**src/rtl/ni_flit_injector_if.sv**
```systemverilog
// PE-side injection bundle: packet request, payload stream, flit/credit link to the router local port.
// The injector uses the slave modport; the PE/router side uses master.
interface ni_flit_injector_if #(
   parameter int LEN_W = 4
);
   logic             pkt_valid;
   logic             pkt_ready;
   logic [2:0]       pkt_dest_x;
   logic [2:0]       pkt_dest_y;
   logic [LEN_W-1:0] pkt_len;
   logic             pkt_vc;
   logic             pay_valid;
   logic             pay_ready;
   logic [47:0]      pay_data;
   logic [63:0]      flit_out;
   logic             flit_out_valid;
   logic [1:0]       flit_out_vc;
   logic [1:0]       credit_in;
   logic             busy;
   logic             pkt_sent;

   modport master (
      output pkt_valid, pkt_dest_x, pkt_dest_y, pkt_len, pkt_vc,
      output pay_valid, pay_data, credit_in,
      input  pkt_ready, pay_ready, flit_out, flit_out_valid, flit_out_vc, busy, pkt_sent
   );

   modport slave (
      input  pkt_valid, pkt_dest_x, pkt_dest_y, pkt_len, pkt_vc,
      input  pay_valid, pay_data, credit_in,
      output pkt_ready, pay_ready, flit_out, flit_out_valid, flit_out_vc, busy, pkt_sent
   );
endinterface

```
**src/rtl/ni_flit_injector.sv**
```systemverilog
// Network-interface transmitter: turns a PE packet request plus payload words into
// credit-gated wormhole HEAD/BODY/TAIL flits on one VC of the router local port.
module ni_flit_injector #(
   parameter int BUF_DEPTH = 4,
   parameter int CNT_W     = 3,
   parameter int LEN_W     = 4
) (
   input  logic              clk,
   input  logic              rst,
   ni_flit_injector_if.slave bus
);

   typedef enum logic {
      S_IDLE = 1'b0,
      S_SEND = 1'b1
   } state_e;

   localparam logic [2:0]       FT_HEAD      = 3'b001;
   localparam logic [2:0]       FT_BODY      = 3'b010;
   localparam logic [2:0]       FT_TAIL      = 3'b011;
   localparam logic [2:0]       FT_HEAD_TAIL = 3'b100;
   localparam logic [CNT_W-1:0] CRED_MAX     = CNT_W'(BUF_DEPTH);
   localparam logic [LEN_W-1:0] LEN_ONE      = LEN_W'(1);

   state_e                  state_q;
   logic [2:0]              dest_x_q;
   logic [2:0]              dest_y_q;
   logic                    vc_q;
   logic [LEN_W-1:0]        rem_q;
   logic                    first_q;
   logic [6:0]              pkt_id_q;
   logic [1:0][CNT_W-1:0]   credit_q;
   logic [1:0][CNT_W-1:0]   credit_d;
   logic [63:0]             flit_q;
   logic                    flit_valid_q;
   logic [1:0]              flit_vc_q;
   logic                    pkt_sent_q;

   logic                    pay_ready;
   logic                    consume;
   logic [1:0]              send_vc;
   logic [2:0]              flit_type;
   logic [LEN_W-1:0]        len_eff;

   // Credit availability comes from the registered counter only, so a credit
   // arriving this cycle cannot enable a send this cycle.
   assign pay_ready = (state_q == S_SEND) && (credit_q[vc_q] != '0);
   assign consume   = pay_ready && bus.pay_valid;
   assign send_vc   = consume ? (vc_q ? 2'b10 : 2'b01) : 2'b00;
   assign len_eff   = (bus.pkt_len == '0) ? LEN_ONE : bus.pkt_len;

   always_comb begin
      // NOTE: every combinational output gets a default first so no path can infer a latch.
      flit_type = FT_BODY;
      if (first_q && rem_q == LEN_ONE) begin
         flit_type = FT_HEAD_TAIL;
      end else if (first_q) begin
         flit_type = FT_HEAD;
      end else if (rem_q == LEN_ONE) begin
         flit_type = FT_TAIL;
      end
   end

   // Send and return in the same cycle cancel; a return into a full counter is dropped.
   always_comb begin
      credit_d = credit_q;
      for (int v = 0; v < 2; v++) begin
         if (send_vc[v] && !bus.credit_in[v]) begin
            credit_d[v] = credit_q[v] - CNT_W'(1);
         end else if (bus.credit_in[v] && !send_vc[v] && credit_q[v] != CRED_MAX) begin
            credit_d[v] = credit_q[v] + CNT_W'(1);
         end
      end
   end

   always_ff @(posedge clk or posedge rst) begin
      if (rst) begin
         state_q      <= S_IDLE;
         dest_x_q     <= '0;
         dest_y_q     <= '0;
         vc_q         <= 1'b0;
         rem_q        <= '0;
         first_q      <= 1'b0;
         pkt_id_q     <= '0;
         credit_q     <= {2{CRED_MAX}};
         flit_q       <= '0;
         flit_valid_q <= 1'b0;
         flit_vc_q    <= '0;
         pkt_sent_q   <= 1'b0;
      end else begin
         // NOTE: sequential state uses non-blocking assignments so every register sees pre-edge values.
         credit_q     <= credit_d;
         flit_valid_q <= 1'b0;
         pkt_sent_q   <= 1'b0;
         case (state_q)
            S_IDLE: begin
               if (bus.pkt_valid) begin
                  dest_x_q <= bus.pkt_dest_x;
                  dest_y_q <= bus.pkt_dest_y;
                  vc_q     <= bus.pkt_vc;
                  rem_q    <= len_eff;
                  first_q  <= 1'b1;
                  state_q  <= S_SEND;
               end
            end
            S_SEND: begin
               if (consume) begin
                  flit_q       <= {dest_x_q, dest_y_q, flit_type, pkt_id_q, bus.pay_data};
                  flit_valid_q <= 1'b1;
                  flit_vc_q    <= {1'b0, vc_q};
                  first_q      <= 1'b0;
                  rem_q        <= rem_q - LEN_ONE;
                  if (rem_q == LEN_ONE) begin
                     pkt_sent_q <= 1'b1;
                     pkt_id_q   <= pkt_id_q + 7'd1;
                     state_q    <= S_IDLE;
                  end
               end
            end
            default: state_q <= S_IDLE;
         endcase
      end
   end

   assign bus.pkt_ready      = (state_q == S_IDLE);
   assign bus.pay_ready      = pay_ready;
   assign bus.busy           = (state_q == S_SEND);
   assign bus.flit_out       = flit_q;
   assign bus.flit_out_valid = flit_valid_q;
   assign bus.flit_out_vc    = flit_vc_q;
   assign bus.pkt_sent       = pkt_sent_q;

endmodule

```
**src/flat_wrapper.sv**
```systemverilog
// flat-port wrapper written by rule: the top's interface ports become plain ports
module ni_flit_injector_flat 
#(
   parameter int BUF_DEPTH = 4,
   parameter int CNT_W     = 3,
   parameter int LEN_W     = 4
)
  (clk, rst, bus_pkt_valid, bus_pkt_dest_x, bus_pkt_dest_y, bus_pkt_len, bus_pkt_vc, bus_pay_valid, bus_pay_data, bus_credit_in, bus_pkt_ready, bus_pay_ready, bus_flit_out, bus_flit_out_valid, bus_flit_out_vc, bus_busy, bus_pkt_sent);
  ni_flit_injector_if #(.LEN_W(LEN_W)) bus_i ();
  input  logic clk;
  input  logic rst;
  input wire logic [$bits(bus_i.pkt_valid)-1:0] bus_pkt_valid;
  input wire logic [$bits(bus_i.pkt_dest_x)-1:0] bus_pkt_dest_x;
  input wire logic [$bits(bus_i.pkt_dest_y)-1:0] bus_pkt_dest_y;
  input wire logic [$bits(bus_i.pkt_len)-1:0] bus_pkt_len;
  input wire logic [$bits(bus_i.pkt_vc)-1:0] bus_pkt_vc;
  input wire logic [$bits(bus_i.pay_valid)-1:0] bus_pay_valid;
  input wire logic [$bits(bus_i.pay_data)-1:0] bus_pay_data;
  input wire logic [$bits(bus_i.credit_in)-1:0] bus_credit_in;
  output wire logic [$bits(bus_i.pkt_ready)-1:0] bus_pkt_ready;
  output wire logic [$bits(bus_i.pay_ready)-1:0] bus_pay_ready;
  output wire logic [$bits(bus_i.flit_out)-1:0] bus_flit_out;
  output wire logic [$bits(bus_i.flit_out_valid)-1:0] bus_flit_out_valid;
  output wire logic [$bits(bus_i.flit_out_vc)-1:0] bus_flit_out_vc;
  output wire logic [$bits(bus_i.busy)-1:0] bus_busy;
  output wire logic [$bits(bus_i.pkt_sent)-1:0] bus_pkt_sent;
  assign bus_i.pkt_valid = bus_pkt_valid;
  assign bus_i.pkt_dest_x = bus_pkt_dest_x;
  assign bus_i.pkt_dest_y = bus_pkt_dest_y;
  assign bus_i.pkt_len = bus_pkt_len;
  assign bus_i.pkt_vc = bus_pkt_vc;
  assign bus_i.pay_valid = bus_pay_valid;
  assign bus_i.pay_data = bus_pay_data;
  assign bus_i.credit_in = bus_credit_in;
  assign bus_pkt_ready = bus_i.pkt_ready;
  assign bus_pay_ready = bus_i.pay_ready;
  assign bus_flit_out = bus_i.flit_out;
  assign bus_flit_out_valid = bus_i.flit_out_valid;
  assign bus_flit_out_vc = bus_i.flit_out_vc;
  assign bus_busy = bus_i.busy;
  assign bus_pkt_sent = bus_i.pkt_sent;
  ni_flit_injector #(.BUF_DEPTH(BUF_DEPTH), .CNT_W(CNT_W), .LEN_W(LEN_W)) u_core (.clk(clk), .rst(rst), .bus(bus_i));
endmodule
```
**config.mk**
```make
export PLATFORM = sky130hd
export DESIGN_NAME = ni_flit_injector_flat
export DESIGN_NICKNAME = d
export VERILOG_FILES = /design/src/rtl/ni_flit_injector_if.sv /design/src/rtl/ni_flit_injector.sv /design/src/flat_wrapper.sv
export SDC_FILE = /design/constraint.sdc
export NUM_CORES = 1
export LEC_CHECK = 0
export BUFFER_PORTS_ARGS = -buffer_cell sky130_fd_sc_hd__buf_2
export CAP_MARGIN = 10
export CORE_AREA = 2 2 93 95
export CTS_CLUSTER_DIAMETER = 40
export CTS_CLUSTER_SIZE = 28
export DETAILED_ROUTE_END_ITERATION = 12
export DIE_AREA = 0 0 95 97
export GPL_ROUTABILITY_DRIVEN = 0
export MAX_ROUTING_LAYER = met4
export PLACE_DENSITY = 0.78
export SLEW_MARGIN = 30
export SYNTH_ARGS = -nofsm -noshare
export SYNTH_HDL_FRONTEND = slang
export SYNTH_SLANG_ARGS = --single-unit
```
**constraint.sdc**
```tcl
create_clock -name clk -period 4.8 [get_ports clk]
set_input_delay 0.24 -clock clk [delete_from_list [all_inputs] [get_ports clk]]
set_output_delay 0.24 -clock clk [all_outputs]
set_load 0.01 [all_outputs]
```
Yosys cells after proc, flatten, opt, wreduce, memory -nomap -nowiden
Index checks and enable logic that the tools add are counted.
Operators by class
  mux-type cells: 27
  equal/unequal tests: 5
  order comparisons: 1
  add/subtract/negate cells: 6
  reduce and logical (&&, ||, !) cells: 21
  bitwise logic cells: 1
Operators with widths (count)
  $mux 3: 8
  $mux 4: 3
  $mux 1: 11
  $logic_and 1x1->1: 9
  $pmux 4 s2: 1
  $add 7x1->7 const B: 1
  $add 3x1->3 const B: 2
  $ne 3x3->1 const B: 2
  $reduce_and 2->1: 3
  $sub 3x1->3 const B: 2
  $eq 4x1->1 const B: 1
  $logic_not 1->1: 4
  $logic_not 4->1: 1
  $mux 2: 2
  $ne 2x2->1 const B: 2
  $pmux 1 s2: 2
  $reduce_bool 2->1: 2
  $sub 4x1->4 const B: 1
  $reduce_and 3->1: 1
  $reduce_bool 3->1: 1
  $lt 1x2->1 const B: 1
  $not 1->1: 1
Word-level totals
  input bits: 65
  output and inout bits: 71
  logic and storage cells: 74
  bits in registers: 93

Logic depth before layout (Yosys ltp)
  word-level depth: 11
  depth in mapped cells: 9

Worst setup path after synthesis
No wires, ideal clock.
  kind: register to register
  start: reg u_core.state_q (netlist: u_core.bus.busy)
  end: reg u_core.credit_q[5] (netlist name)
  buffers on the path: 0
  required time: 4.721 ns
  setup slack: 2.709 ns
  clock period less this slack: 2.091 ns
  setup time: 0.079 ns
  cell stages (with the launch flop): 9
  arrival: 2.012 ns
  cell sequence: dfrtp_1 nand3_1 nor2_1 mux2_2 ha_1 nand2_1 nor3b_1 or4_1 o21ai_0
On the way
  longest elaborated chain between the ends: 7
  elaborated cells between the ends (all ways): 9
  classes of those cells: mux: 2; reduce/logical: 7
Ends and longest elaborated chain
  from (decl): RTL line ni_flit_injector.sv:25  | state_e state_q;
  from (signal assigned): RTL line ni_flit_injector.sv:78  | state_q <= S_IDLE;
  from (signal assigned): RTL line ni_flit_injector.sv:103  | state_q <= S_SEND;
  from (signal assigned): RTL line ni_flit_injector.sv:116  | state_q <= S_IDLE;
  $logic_and 1x1->1 (*): RTL line ni_flit_injector.sv:47  | assign pay_ready = (state_q == S_SEND) && (credit_q[vc_q] != '0);
  $logic_and 1x1->1 (*): RTL line ni_flit_injector.sv:48  | assign consume = pay_ready && bus.pay_valid;
  $mux 2 (*): RTL line ni_flit_injector.sv:49  | assign send_vc = consume ? (vc_q ? 2'b10 : 2'b01) : 2'b00;
  $logic_not 1->1: RTL line ni_flit_injector.sv:70  | end else if (bus.credit_in[v] && !send_vc[v] && credit_q[v] != CRED_MAX) begin
  $logic_and 1x1->1 (2 in series): RTL line ni_flit_injector.sv:70
  $reduce_bool 2->1 (no line)
  to (signal assigned): RTL line ni_flit_injector.sv:85  | credit_q <= {2{CRED_MAX}};
  to (signal assigned): RTL line ni_flit_injector.sv:92  | credit_q <= credit_d;
  to (decl): RTL line ni_flit_injector.sv:32  | logic [1:0][CNT_W-1:0] credit_q;
Mark *: on every way between the ends. The rest lies on a longest branch, timed or not.
A chain may end at the register's enable or synchronous reset.

Worst setup path in the final report
  start: reg u_core.vc_q
  end: reg u_core.credit_q[5] (netlist name)
On the way
  longest elaborated chain between the ends: 10
  elaborated cells between the ends (all ways): 13
  classes of those cells: mux: 5; reduce/logical: 8
Ends and longest elaborated chain
  from (decl): RTL line ni_flit_injector.sv:28  | logic vc_q;
  from (signal assigned): RTL line ni_flit_injector.sv:100  | vc_q <= bus.pkt_vc;
  $mux 3 (implied by the code) (2 in series): RTL line ni_flit_injector.sv:47
  $reduce_bool 3->1: RTL line ni_flit_injector.sv:47
  $logic_and 1x1->1: RTL line ni_flit_injector.sv:47
  $logic_and 1x1->1: RTL line ni_flit_injector.sv:48
  $mux 2 (*): RTL line ni_flit_injector.sv:49
  $logic_not 1->1: RTL line ni_flit_injector.sv:70
  $logic_and 1x1->1 (2 in series): RTL line ni_flit_injector.sv:70
  $reduce_bool 2->1 (no line)
Mark *: on every way between the ends. The rest lies on a longest branch, timed or not. The select of a mux whose other input is x is not followed.

==> impl_metrics.ini <==
[clocking]
clockRootBuffer = clkbuf_8
cts.sinks = 93
cts_resized = 0
cts.clk_slew.worst_paths_ns = 0.09
postCtsSetupRepairBufs = 0
h-tree-depth = 3
clock_latency_ns = 0.34
cts_tree = yes
clk_path_buf_depth = 2
cts_buffers = 9
holdBufCountCts = 1

[placement]
place_area_um2 = 4660
portBuffers = 134
dp_hpwl_um = 5730

[worst_setup_path]
path_depth = 8
crit_end = u_core.credit_q[5]
r2r_start = u_core.vc_q
critPathArrivalTime_ns = 2.57
critPathBufInv = 0
rr_worst_depth = 8
worst_path_max_delay_cell = or4_1
critical_path.cell_chain = nand3_1 > nor2_1 > mux2_2 > ha_1 > nand2_1 > nor3b_1 > or4_1 > o21ai_0
cp_top_family = simple AND/OR/NAND/NOR gates
crit_fanout = 8
cp-start-kind = flop
r2r-end = u_core.credit_q[5]
slowest_delay_ns = 0.51
r2r_slack_ns = 2.48
cp.required_ns = 5.05
path_class = reg -> reg
crit_path_end_kind = flop
cp-startpoint = u_core.vc_q

[routing]
wl_um = 8380
routed_via_density = 4.83
drt-pass1-iter-count = 4
detail_route.wl_per_cell_um = 12.9
vias = 3142
postRouteAntennaNets = 0
drtIter0Drc = 148
drc = 0

[floorplanning]
start_util = 0.487
core_um2 = 8130
dieArea_um2 = 9220
fp.dieH_um = 97
ios = 136
fp.dieW_um = 95
num_rows = 33

[cells_and_area]
syn2layout_area_growth_pct = 23.4
antennaDiodeCount = 0
layout-drive-gt1-share = 0.308
nNetsFinal = 613
stdcell_area_um2 = 4890

[timing]
slew_headroom = 0.486
setup_viol = 0
setup_tns_ns = 0
fmaxAchievable_ghz = 0.430
hold_viol = 0
rsz0062_at_grt = no
layout_min_cycle_time_ns = 2.32
drv_slew = 0
worstMarginPinSlew_ns = 0.771
fin_crit_sh = 0.484
finalClockSkew_ns = 0.00743
whs_ns = 0.0819

[power]
internal_power_uw = 1950
p_seq_frac = 0.429
cellLeakagePower_uw = 0.00277
switchingPower_uw = 1190
switching_share = 0.379
p_per_area_nw_per_um2 = 641
irDropWorstVdd_mv = 0.296
pwr-share-comb = 0.382
p_clk_frac = 0.189

[yosys]
syn_avg_cell_area_um2 = 9.46
syn_area_um2 = 3970
synthCells = 419
synth_seq_cells = 93
yosys_warnings = 0
synth_cell_types = 44
synth_seq_area_share = 0.588
synth_flop_cell = dfrtp_1
async_flop_share = 1.00
synth-edff-count = 0
syn-num-nets = 490

[global_routing]
grtUsageTotal = 0.199
grt_use_met1 = 0.257
grt_pass1_wl_um = 14300
busiest_layer = met2
grtUsageMet2 = 0.318
grt_overflow = 0
grt_max_degree = 74
use_met3 = 0.0389
grt_pass1_vias = 3108
grt_antenna_before_repair = 0

[run]
maxCapViolations = 0

[run_status]
outcome = complete, no violations

[worst_hold_path]
hold_class = in -> reg
-- layer usage --
layer	part of all wire	up-vias	wire length [µm]
met5	0	-	0
met4	0.0098	0	82
met3	0.066	7	549
met2	0.47	110	3930
met1	0.46	1442	3820
li1	-	1583	-
-- sequential cells by signal, indices dropped and copies added, names as in the netlist --
signal	count
u_core.bus.busy	1
u_core.vc_q	1
u_core.bus.flit_out	64
u_core.dest_x_q	3
u_core.rem_q	4
u_core.bus.flit_out_vc	1
u_core.dest_y_q	3
u_core.bus.flit_out_valid	1
u_core.bus.pkt_sent	1
u_core.first_q	1
u_core.credit_q	6
u_core.pkt_id_q	7
-- how the worst min path moves through the flow --
stage / startpoint / end / slack [ns] / cells after the start
after floorplan: bus_pay_data[0] / u_core.bus.flit_out[0] / 0.35 / 2
after global placement: rst / u_core.bus.flit_out[10] / 0.25 / 2
after detailed placement: rst / u_core.bus.flit_out[10] / 0.26 / 2
after CTS: bus_pay_data[36] / u_core.bus.flit_out[36] / 0.06 / 3
after global routing: bus_pay_data[8] / u_core.bus.flit_out[8] / 0.07 / 3
final: bus_pay_data[0] / u_core.bus.flit_out[0] / 0.08 / 3
-- layout make-up --
class | instances | area, µm²
clock buffer | 10 | 128
clock inverter | 5 | 100
fill | 710 | 3240
inverter | 9 | 38.8
multi-input combinational | 292 | 1470
sequential | 93 | 2330
tap | 105 | 131
timing repair buffer | 137 | 696
-- synth_stat cells, types with 4 or more instances --
library cell	instances	area share
a211oi_1	4	0.0076
mux2_2	8	0.023
clkbuf_1	9	0.0085
ha_1	6	0.019
dfrtp_1	91	0.57
a21o_1	4	0.0076
nor3_1	7	0.0088
inv_1	8	0.0076
a31oi_1	5	0.0079
buf_2	11	0.014
nand2_1	199	0.19
nor2_1	12	0.011
xor2_1	8	0.018
-- cells by family (layout without fill, tap and decap cells) --
family / Yosys count / count (layout) / share of synthesized area
buffers and inverters: 34 / 161 / 0.0423
and+or+nand+nor: 233 / 233 / 0.240
xor gates and xnor gates: 11 / 11 / 0.0243
adders and majority gates: 6 / 6 / 0.0189
DFF: 93 / 93 / 0.588
muxes: 9 / 9 / 0.0265
other: 1 / 1 / 0.000946
AOI/OAI and AO/OA: 32 / 32 / 0.0593
-- power groups by stage --
stage               clock network, µW  logic [µW]  registers [µW]
floorplan                           0         726            1430
global placement                    0        1170            1340
detailed placement                  0        1230            1350
CTS                               614        1220            1340
global route                      648        1360            1400
finish                            593        1200            1350
-- through the flow --
| stage | util | total power, µW | std cells | setup slack, ns |
|---|---|---|---|---|
| CTS | 0.602 | 3180 | 651 | 2.47 |
| floorplan | - | 2150 | 419 | 2.14 |
| finish | 0.602 | 3140 | 651 | 2.48 |
| detailed placement | 0.573 | 2580 | 635 | 2.48 |
| global route | 0.602 | 3410 | 651 | 2.34 |
| global placement | 0.572 | 2510 | 635 | 2.21 |
-- cell usage in the layout, fill, tap and decap left out, drive strengths merged, types with 5 or more instances in the layout --
| cell type | count |
|---|---|
| a31oi | 5 |
| ha | 6 |
| buf | 136 |
| clkbuf | 10 |
| nor2 | 12 |
| dfrtp | 91 |
| xor2 | 8 |
| nand2 | 199 |
| nor3 | 8 |
| inv | 9 |
| mux2 | 9 |
-- worst register-to-register path, cell delays in order, from the launching register on --
cell and delay (ns):
dfrtp_1 0.49, nand3_1 0.21, nor2_1 0.19, mux2_2 0.35
ha_1 0.23, nand2_1 0.09, nor3b_1 0.05, or4_1 0.51
o21ai_0 0.11
Note: power is estimated with default switching activity, not from simulation.
